--- src/rtl/instr_fetch.sv ---
// Instruction fetch stage: drives the cache address, captures hit data into a
// small {pc,instr} buffer toward decode, and flushes on execute redirects.
module instr_fetch #(
   parameter logic [15:0] RESET_PC = 16'h0000,
   parameter int          DEPTH    = 2
) (
   input  logic        clk,
   input  logic        rst,
   output logic [15:0] i_addr_pre,
   output logic [15:0] i_addr,
   input  logic [15:0] instr,
   input  logic        i_hit,
   input  logic        redirect,
   input  logic [15:0] redirect_pc,
   output logic        out_valid,
   input  logic        out_ready,
   output logic [15:0] out_instr,
   output logic [15:0] out_pc
);

   localparam int PW = (DEPTH > 2) ? $clog2(DEPTH) : 1;
   localparam int CW = $clog2(DEPTH + 1);
   localparam logic [CW-1:0] DEPTH_C = CW'(DEPTH);

   typedef enum logic {BOOT = 1'b0, RUN = 1'b1} state_t;

   state_t         state_reg, state_next;
   logic [15:0]    pc_reg;
   logic [PW-1:0]  head_reg, tail_reg;
   logic [CW-1:0]  count_reg;
   logic           pop, accept;
   logic [15:0]    ent_pc    [DEPTH];
   logic [15:0]    ent_instr [DEPTH];

   // Circular pointer advance that also works for non-power-of-two depths.
   function automatic logic [PW-1:0] ptr_inc(input logic [PW-1:0] p);
      return (p == PW'(DEPTH - 1)) ? '0 : p + PW'(1);
   endfunction

   // State register: BOOT lasts exactly one cycle after reset.
   always_ff @(posedge clk or posedge rst) begin
      if (rst) state_reg <= BOOT;
      else     state_reg <= state_next;
   end

   // Next-state logic: BOOT always completes to RUN, redirects cannot cut it short.
   always_comb begin
      state_next = state_reg;
      if (state_reg == BOOT) state_next = RUN;
   end

   // Output logic: handshake decisions and the address presented to the cache.
   always_comb begin
      pop        = 1'b0;
      accept     = 1'b0;
      i_addr_pre = pc_reg;
      case (state_reg)
         BOOT: i_addr_pre = RESET_PC;
         RUN: begin
            pop    = (count_reg != '0) && out_ready && !redirect;
            accept = i_hit && !redirect && ((count_reg < DEPTH_C) || pop);
            if (redirect)    i_addr_pre = redirect_pc;
            else if (accept) i_addr_pre = pc_reg + 16'd1;
         end
         default: i_addr_pre = pc_reg;
      endcase
   end

   // PC and buffer bookkeeping; pc always follows the address just presented.
   always_ff @(posedge clk or posedge rst) begin
      if (rst) begin
         pc_reg    <= RESET_PC;
         head_reg  <= '0;
         tail_reg  <= '0;
         count_reg <= '0;
      end else if (state_reg == RUN) begin
         pc_reg <= i_addr_pre;
         if (redirect) begin
            head_reg  <= '0;
            tail_reg  <= '0;
            count_reg <= '0;
         end else begin
            if (accept) tail_reg <= ptr_inc(tail_reg);
            if (pop)    head_reg <= ptr_inc(head_reg);
            case ({accept, pop})
               2'b10:   count_reg <= count_reg + CW'(1);
               2'b01:   count_reg <= count_reg - CW'(1);
               default: count_reg <= count_reg;
            endcase
         end
      end
   end

   // Buffer entries: one register pair per slot, written when the tail points at it.
   for (genvar gi = 0; gi < DEPTH; gi++) begin : g_entry
      logic [15:0] pc_reg_e;
      logic [15:0] instr_reg_e;

      // Capture {pc,instr} on an accepted hit into this slot.
      always_ff @(posedge clk or posedge rst) begin
         if (rst) begin
            pc_reg_e    <= '0;
            instr_reg_e <= '0;
         end else if (accept && (tail_reg == PW'(gi))) begin
            pc_reg_e    <= pc_reg;
            instr_reg_e <= instr;
         end
      end

      assign ent_pc[gi]    = pc_reg_e;
      assign ent_instr[gi] = instr_reg_e;
   end

   assign i_addr    = pc_reg;
   assign out_valid = (count_reg != '0);
   assign out_pc    = ent_pc[head_reg];
   assign out_instr = ent_instr[head_reg];

endmodule

--- config.mk ---
export PLATFORM = sky130hd
export DESIGN_NAME = instr_fetch
export DESIGN_NICKNAME = d
export VERILOG_FILES = /design/src/rtl/instr_fetch.sv
export SDC_FILE = /design/constraint.sdc
export NUM_CORES = 1
export LEC_CHECK = 0
export ABC_CLOCK_PERIOD_IN_PS = 2650
export BUFFER_PORTS_ARGS = -buffer_cell sky130_fd_sc_hd__buf_2
export CORE_MARGIN = 2
export CORE_UTILIZATION = 53
export CTS_BUF_LIST = sky130_fd_sc_hd__clkbuf_8
export DETAILED_ROUTE_END_ITERATION = 7
export GPL_ROUTABILITY_DRIVEN = 0
export PLACE_DENSITY = 0.85
export SLEW_MARGIN = 20
export SYNTH_ARGS = -nofsm -noshare
export SYNTH_HDL_FRONTEND = slang
export SYNTH_SLANG_ARGS = --single-unit
--- constraint.sdc ---
create_clock -name clk -period 2.65 [get_ports clk]
set_input_delay 0.265 -clock clk [delete_from_list [all_inputs] [get_ports clk]]
set_output_delay 0.265 -clock clk [all_outputs]
set_load 0.05 [all_outputs]
==> flow_metrics.py, run 1 <==
metrics = {
    "clock_network": {
        "clock_path_buffers": 2,
        "clkLatencyLatePin_ns": 0.36,
        "path_clk_slew_ns": 0.10,
        "h-tree-depth": 3,
        "clkSinkCount": 85,
        "ctsHoldBuffers": 0,
        "cts_inserted_buffers": 9,
        "cts_tree": "done",
        "clockRootBuffer": "clkbuf_8",
    },
    "grt": {
        "grt_max_degree": 86,
        "grt_first_pass_wirelength_um": 17280,
        "antenna_found_initial": 0,
        "grt_pass1_vias": 3485,
        "grt.total_usage_pct": 22.41,
        "grt_overflow": 0,
    },
    "sta": {
        "setup_violations": 0,
        "skew_ns": 0.01327,
        "fin_crit_ns": 2.553,
        "slew_violations": 0,
        "hold_violations": 13,
        "holdWs_ns": -0.01006,
        "fin_ws_ns": 0.09678,
        "max_freq_mhz": 391.7,
        "fin_crit_sh_pct": 96.35,
    },
    "yosys": {
        "synthTopCellsByCount": "mux2_2, dfrtp_1, a21oi_1",
        "synthFlopType": "dfrtp_1",
        "yosys-top-cells-area": "dfrtp_1, mux2_2, a21oi_1",
        "yosysTopAreaCell": "dfrtp_1",
        "post-synth-top-count-cell": "mux2_2",
        "mappedNetlistArea_um2": 4586,
        "yosys_warnings": 0,
        "synth_top_area_share_pct": 46.38,
        "synth-edff-count": 0,
        "netlist-cell-type-count": 55,
        "yosysSeqAreaShare_pct": 46.38,
        "synth.avg_cell_area_um2": 11.46,
        "async_reset_ff_share_pct": 100.0,
        "netlist_instances": 400,
        "ys_ff_latch": 85,
        "syn_nets": 438,
    },
    "final_layout": {
        "final_layout_size_suffix_gt1_share_pct": 50.78,
        "final_nets": 543,
        "layout.cells.non_filler": 615,
        "synthToLayoutAreaGrowth_pct": 20.03,
        "num_antenna_cells": 0,
        "fin_area_um2": 5504,
        "nFillCells": 625,
    },
    "route": {
        "drt-pass1-iter-count": 5,
        "vias": 3477,
        "drt_wl_total_um": 10400,
        "first_iter_violations": 209,
        "drc": 0,
        "detail_route.vias_per_cell": 5.654,
        "postRouteAntennaNets": 0,
        "wl_per_cell_um": 16.92,
    },
    "floorplanning": {
        "die_x_um": 97.02,
        "start_util_pct": 55.25,
        "core-area_um2": 8299,
        "io_pins": 102,
        "die_h_um": 97.02,
        "core.rowCount": 33,
        "dieArea_um2": 9412,
    },
    "placed_design": {
        "dp_slack_ns": 0.3399,
        "dpl.hpwl_um": 7174,
        "dpl_cell_area_um2": 5229,
        "numPlacedInstances": 595,
        "portBuffers": 101,
    },
    "power_and_ir_drop": {
        "peakVddDrop_v": 0.0008530,
        "total_leakage_power_nw": 2.457,
        "pwr_density_cell_nw_per_um2": 1136,
    },
    "run_status": {
        "status": "finished with violations",
        "violations": "hold timing",
    },
    "critical_path": {
        "critPathKind": "flop to output port",
        "startpoint_type": "flop",
        "worst_setup_path_end_kind": "output port",
        "crit_fanout": 8,
        "worstPathRequired_ns": 2.38,
        "arrival_ns": 2.29,
    },
    "job": {
        "cap_violations": 0,
    },
    "min_path": {
        "hold_path.class": "input pin to async pin",
    },
}
[metrics by stage]
step	total power [mW]	hold WS [ns]	utilization, %	setup TNS, ns
after floorplan	4.699	0.3997	-	-0.07128
after global placement	5.201	0.3917	63.00	0
after detailed placement	5.312	0.4034	63.00	0
after CTS	6.278	0.01208	65.64	-0.001923
after global routing	6.584	0.04261	66.32	-0.007695
final	6.251	-0.01006	66.32	0
[layer usage]
layer | wire length (um) | vias up | GRT usage (%)
met2 | 4962 | 142 | 36.22
li1 | - | 1628 | -
met4 | 142 | 0 | 7.476
met5 | 0 | - | 0
met1 | 4409 | 1691 | 29.54
met3 | 888 | 16 | 5.780
[worst max-delay path: stages (launching register included)]
cell and delay (ns):
dfrtp_2 0.46, nor2b_4 0.17, nor4_2 0.35, buf_4 0.19, nand3_1 0.18, xnor2_1 0.21, a21oi_2 0.13, clkbuf_4 0.23
[report_power, final]
| part | total, mW | internal (mW) | switching (mW) |
|---|---|---|---|
| Combinational | 3.20 | 1.09 | 2.10 |
| Clock | 0.953 | 0.449 | 0.505 |
| Sequential | 2.10 | 1.80 | 0.299 |
[worst paths after layout]
check | slack, ns | end | start | cells after the start
worst min register to register | 0.49 | g_entry[0].pc_reg_e[15] | g_entry[0].pc_reg_e[15] | 1
worst max register to register | 0.50 | g_entry[0].pc_reg_e[0] | count_reg[1] | 5
worst max-delay path | 0.1 | i_addr_pre[13] | count_reg[1] | 7
min in group clk | 0.14 | g_entry[1].instr_reg_e[11] | instr[11] | 2
max in group asynchronous | 2.29 | i_addr[6] | rst | 3
worst min-delay path | -0.01 | g_entry[1].instr_reg_e[13] | rst | 3
[kinds of logic after synthesis]
logic type | share of synthesized area, %
flip-flops | 46.38
other | 0.08178
multiplexers | 24.88
buffers and inverters | 5.784
AO/OA/AOI/OAI | 8.814
AND/OR/NAND/NOR | 11.11
XOR/XNOR | 2.674
adder cells (fa/ha/maj) | 0.2728
[cells in the final DEF, fill, tap and decap left out, types with 9 or more instances in the layout]
master     n
nand2_1   29
nand2b_1  13
o21ai_0   11
dfrtp_1   80
clkbuf_8   9
nor2_1    10
mux2_2    92
xnor2_1    9
buf_2     98
a21oi_1   23
inv_1     10
buf_4     17
[final cells by class]
cell class,instances,area [um^2],share of cell area (%)
inverter,12,46.29,0.8411
multi-input combinational,276,2280,41.42
clock inverter,7,81.33,1.478
sequential,85,2133,38.76
timing repair buffer,121,708.2,12.87
tap,105,131.4,2.387
clock buffer,9,123.9,2.251
[timing repair]
action	4_1_cts	5_1_grt
setup endpoints to repair	4	8
pin swaps	0	1
setup buffers	0	4
resized for setup	5	8
Note: power is estimated with default switching activity, not from simulation.
==> run 2, diff against run 1 <==
HOLD_SLACK_MARGIN = 0.08   (was default)
==> run 2 against run 1 <==
  * The run now ends clean
  * Design area up 0.18%
  * First-iteration DRC count increased by 12%
  * Sequential power barely moved
  * Worst setup slack lost 0.017 ns
  * Global-route usage about the same
  * Die area did not move
  * Final cell count up 0.16%
  * Clock power about the same
  * Non-clock buffer count up 1
  * Combinational power barely moved
  * Largest power group unchanged
  * Highest routed layer unchanged
==> flow_metrics.py, run 2 (synthesis results as in run 1) <==
metrics = {
    "run_status": {
        "status": "completed",
    },
    "floorplanning": {
        "io_pins": 102,
        "core.rowCount": 33,
        "dieArea_um2": 9412,
        "die_x_um": 97.02,
        "die_h_um": 97.02,
        "start_util_pct": 55.25,
        "core-area_um2": 8299,
    },
    "grt": {
        "grt.total_usage_pct": 22.44,
        "grt_pass1_vias": 3497,
        "grt_overflow": 0,
        "grt_max_degree": 86,
        "grt_first_pass_wirelength_um": 17310,
        "antenna_found_initial": 0,
    },
    "min_path": {
        "min-delay-start": "instr[15]",
        "hold_path.class": "input pin to flop",
    },
    "critical_path": {
        "crit_fanout": 8,
        "crit_chain": "nor2b_4 -> nor4_2 -> buf_4 -> nand3_1 -> xnor2_1 -> a21oi_2 -> clkbuf_4",
        "startpoint_type": "flop",
        "critPathKind": "flop to output port",
        "cp-startpoint": "count_reg[1]",
        "cp_top_family": "simple AND/OR/NAND/NOR gates",
        "cp_slowest_cell": "dfrtp_2",
        "cpPeakStageDelay_ns": 0.46,
        "worstPathRequired_ns": 2.38,
        "crit_buf_inv": 2,
        "reg2reg_from": "count_reg[1]",
        "worst_setup_path_end_kind": "output port",
        "arrival_ns": 2.31,
    },
    "final_layout": {
        "final_layout_size_suffix_gt1_share_pct": 50.68,
        "final_nets": 544,
        "num_antenna_cells": 0,
        "layout_commonest_cell": "buf_2",
        "layout_common_cells": "buf_2, mux2_2, dfrtp_1",
        "synthToLayoutAreaGrowth_pct": 20.25,
        "nFillCells": 624,
        "fin_util_pct": 66.44,
    },
    "sta": {
        "slew_violations": 0,
        "setup_violations": 0,
        "fin_crit_sh_pct": 96.99,
        "max_freq_mhz": 389.1,
        "skew_ns": 0.01423,
        "fin_ws_ns": 0.07974,
        "fin_setup_tns_ns": 0,
        "hold_violations": 0,
        "fin_crit_ns": 2.570,
    },
    "route": {
        "postRouteAntennaNets": 0,
        "drc": 0,
        "wl_per_cell_um": 16.98,
        "drt-pass1-iter-count": 5,
        "first_iter_violations": 235,
        "drt_wl_total_um": 10460,
        "detail_route.vias_per_cell": 5.662,
        "vias": 3488,
    },
    "job": {
        "cap_violations": 0,
    },
    "clock_network": {
        "clkSinkCount": 85,
        "path_clk_slew_ns": 0.10,
        "h-tree-depth": 3,
        "cts_inserted_buffers": 9,
        "clock_path_buffers": 2,
        "clkLatencyLatePin_ns": 0.36,
        "clockRootBuffer": "clkbuf_8",
        "cts_tree": "done",
    },
    "power_and_ir_drop": {
        "total_leakage_power_nw": 2.461,
        "pwr_density_cell_nw_per_um2": 1134,
        "peakVddDrop_v": 0.0008529,
    },
    "placed_design": {
        "dp_slack_ns": 0.3399,
        "dpl.hpwl_um": 7174,
        "portBuffers": 101,
    },
}
==> run 2: cell count changes in the layout (fill, tap and decap cells not counted), sizes merged <==
| cell | change |
|---|---|
| dlygate4sd3 | +1 |
==> run 2: final cells by class <==
type / instances / area [um^2] / area share (%)
Multi-Input combinational cell: 276 / 2280 / 41.34
Sequential cell: 85 / 2133 / 38.69
Timing Repair Buffer: 122 / 718.2 / 13.02
Tap cell: 105 / 131.4 / 2.383
Clock buffer: 9 / 123.9 / 2.246
Clock inverter: 7 / 81.33 / 1.475
Inverter: 12 / 46.29 / 0.8396
==> run 2: per-layer routing <==
metal	vias up	global-route usage [%]	part of all wire, %
met5	-	0	0
met2	152	36.32	48
met3	17	5.780	8.7
met4	0	7.476	1.3
met1	1685	29.54	42
li1	1634	-	-
==> run 2: worst register-to-register path, stage by stage, from the launching register on <==
cell     delay, ns
dfrtp_2       0.46
nor2b_4       0.17
or3_1         0.49
nor2_4        0.28
buf_12        0.24
mux2_2        0.38
==> run 2: timing repair <==
item,in CTS,in global routing
endpoints found under the setup margin,4,8
hold buffers,1,0
endpoints found under the hold margin,85,0
resized for setup,5,8
pin swaps,0,1
setup buffers,0,4
==> run 2: stage by stage <==
| stage | std cells | hold WS (ns) | total power, mW | instance area (um^2) |
|---|---|---|---|---|
| after CTS | 612 | 0.1315 | 6.280 | 5458 |
| after floorplan | 400 | 0.3997 | 4.699 | 4643 |
| after global routing | 616 | 0.1426 | 6.585 | 5514 |
| final | 616 | 0.1434 | 6.254 | 5514 |
| after global placement | 595 | 0.3917 | 5.201 | 5229 |
| after detailed placement | 595 | 0.4034 | 5.312 | 5229 |
==> run 2: worst paths after layout <==
path	endpoint	slack (ns)	cells past startpoint
max	i_addr_pre[13]	0.08	7
min	g_entry[1].instr_reg_e[15]	0.14	2
max reg2reg	g_entry[0].pc_reg_e[0]	0.50	5
min reg2reg	g_entry[0].pc_reg_e[15]	0.49	1
max in group asynchronous	i_addr[6]	1.75	4
min in group asynchronous	g_entry[1].instr_reg_e[13]	0.54	4
==> run 2: report_power, final <==
group	switching, mW	leakage, nW	internal, mW	total [mW]
combinational	2.11	1.36	1.09	3.20
sequential	0.300	1.01	1.80	2.10
clock	0.506	0.0944	0.449	0.954
total	2.91	2.46	3.34	6.25
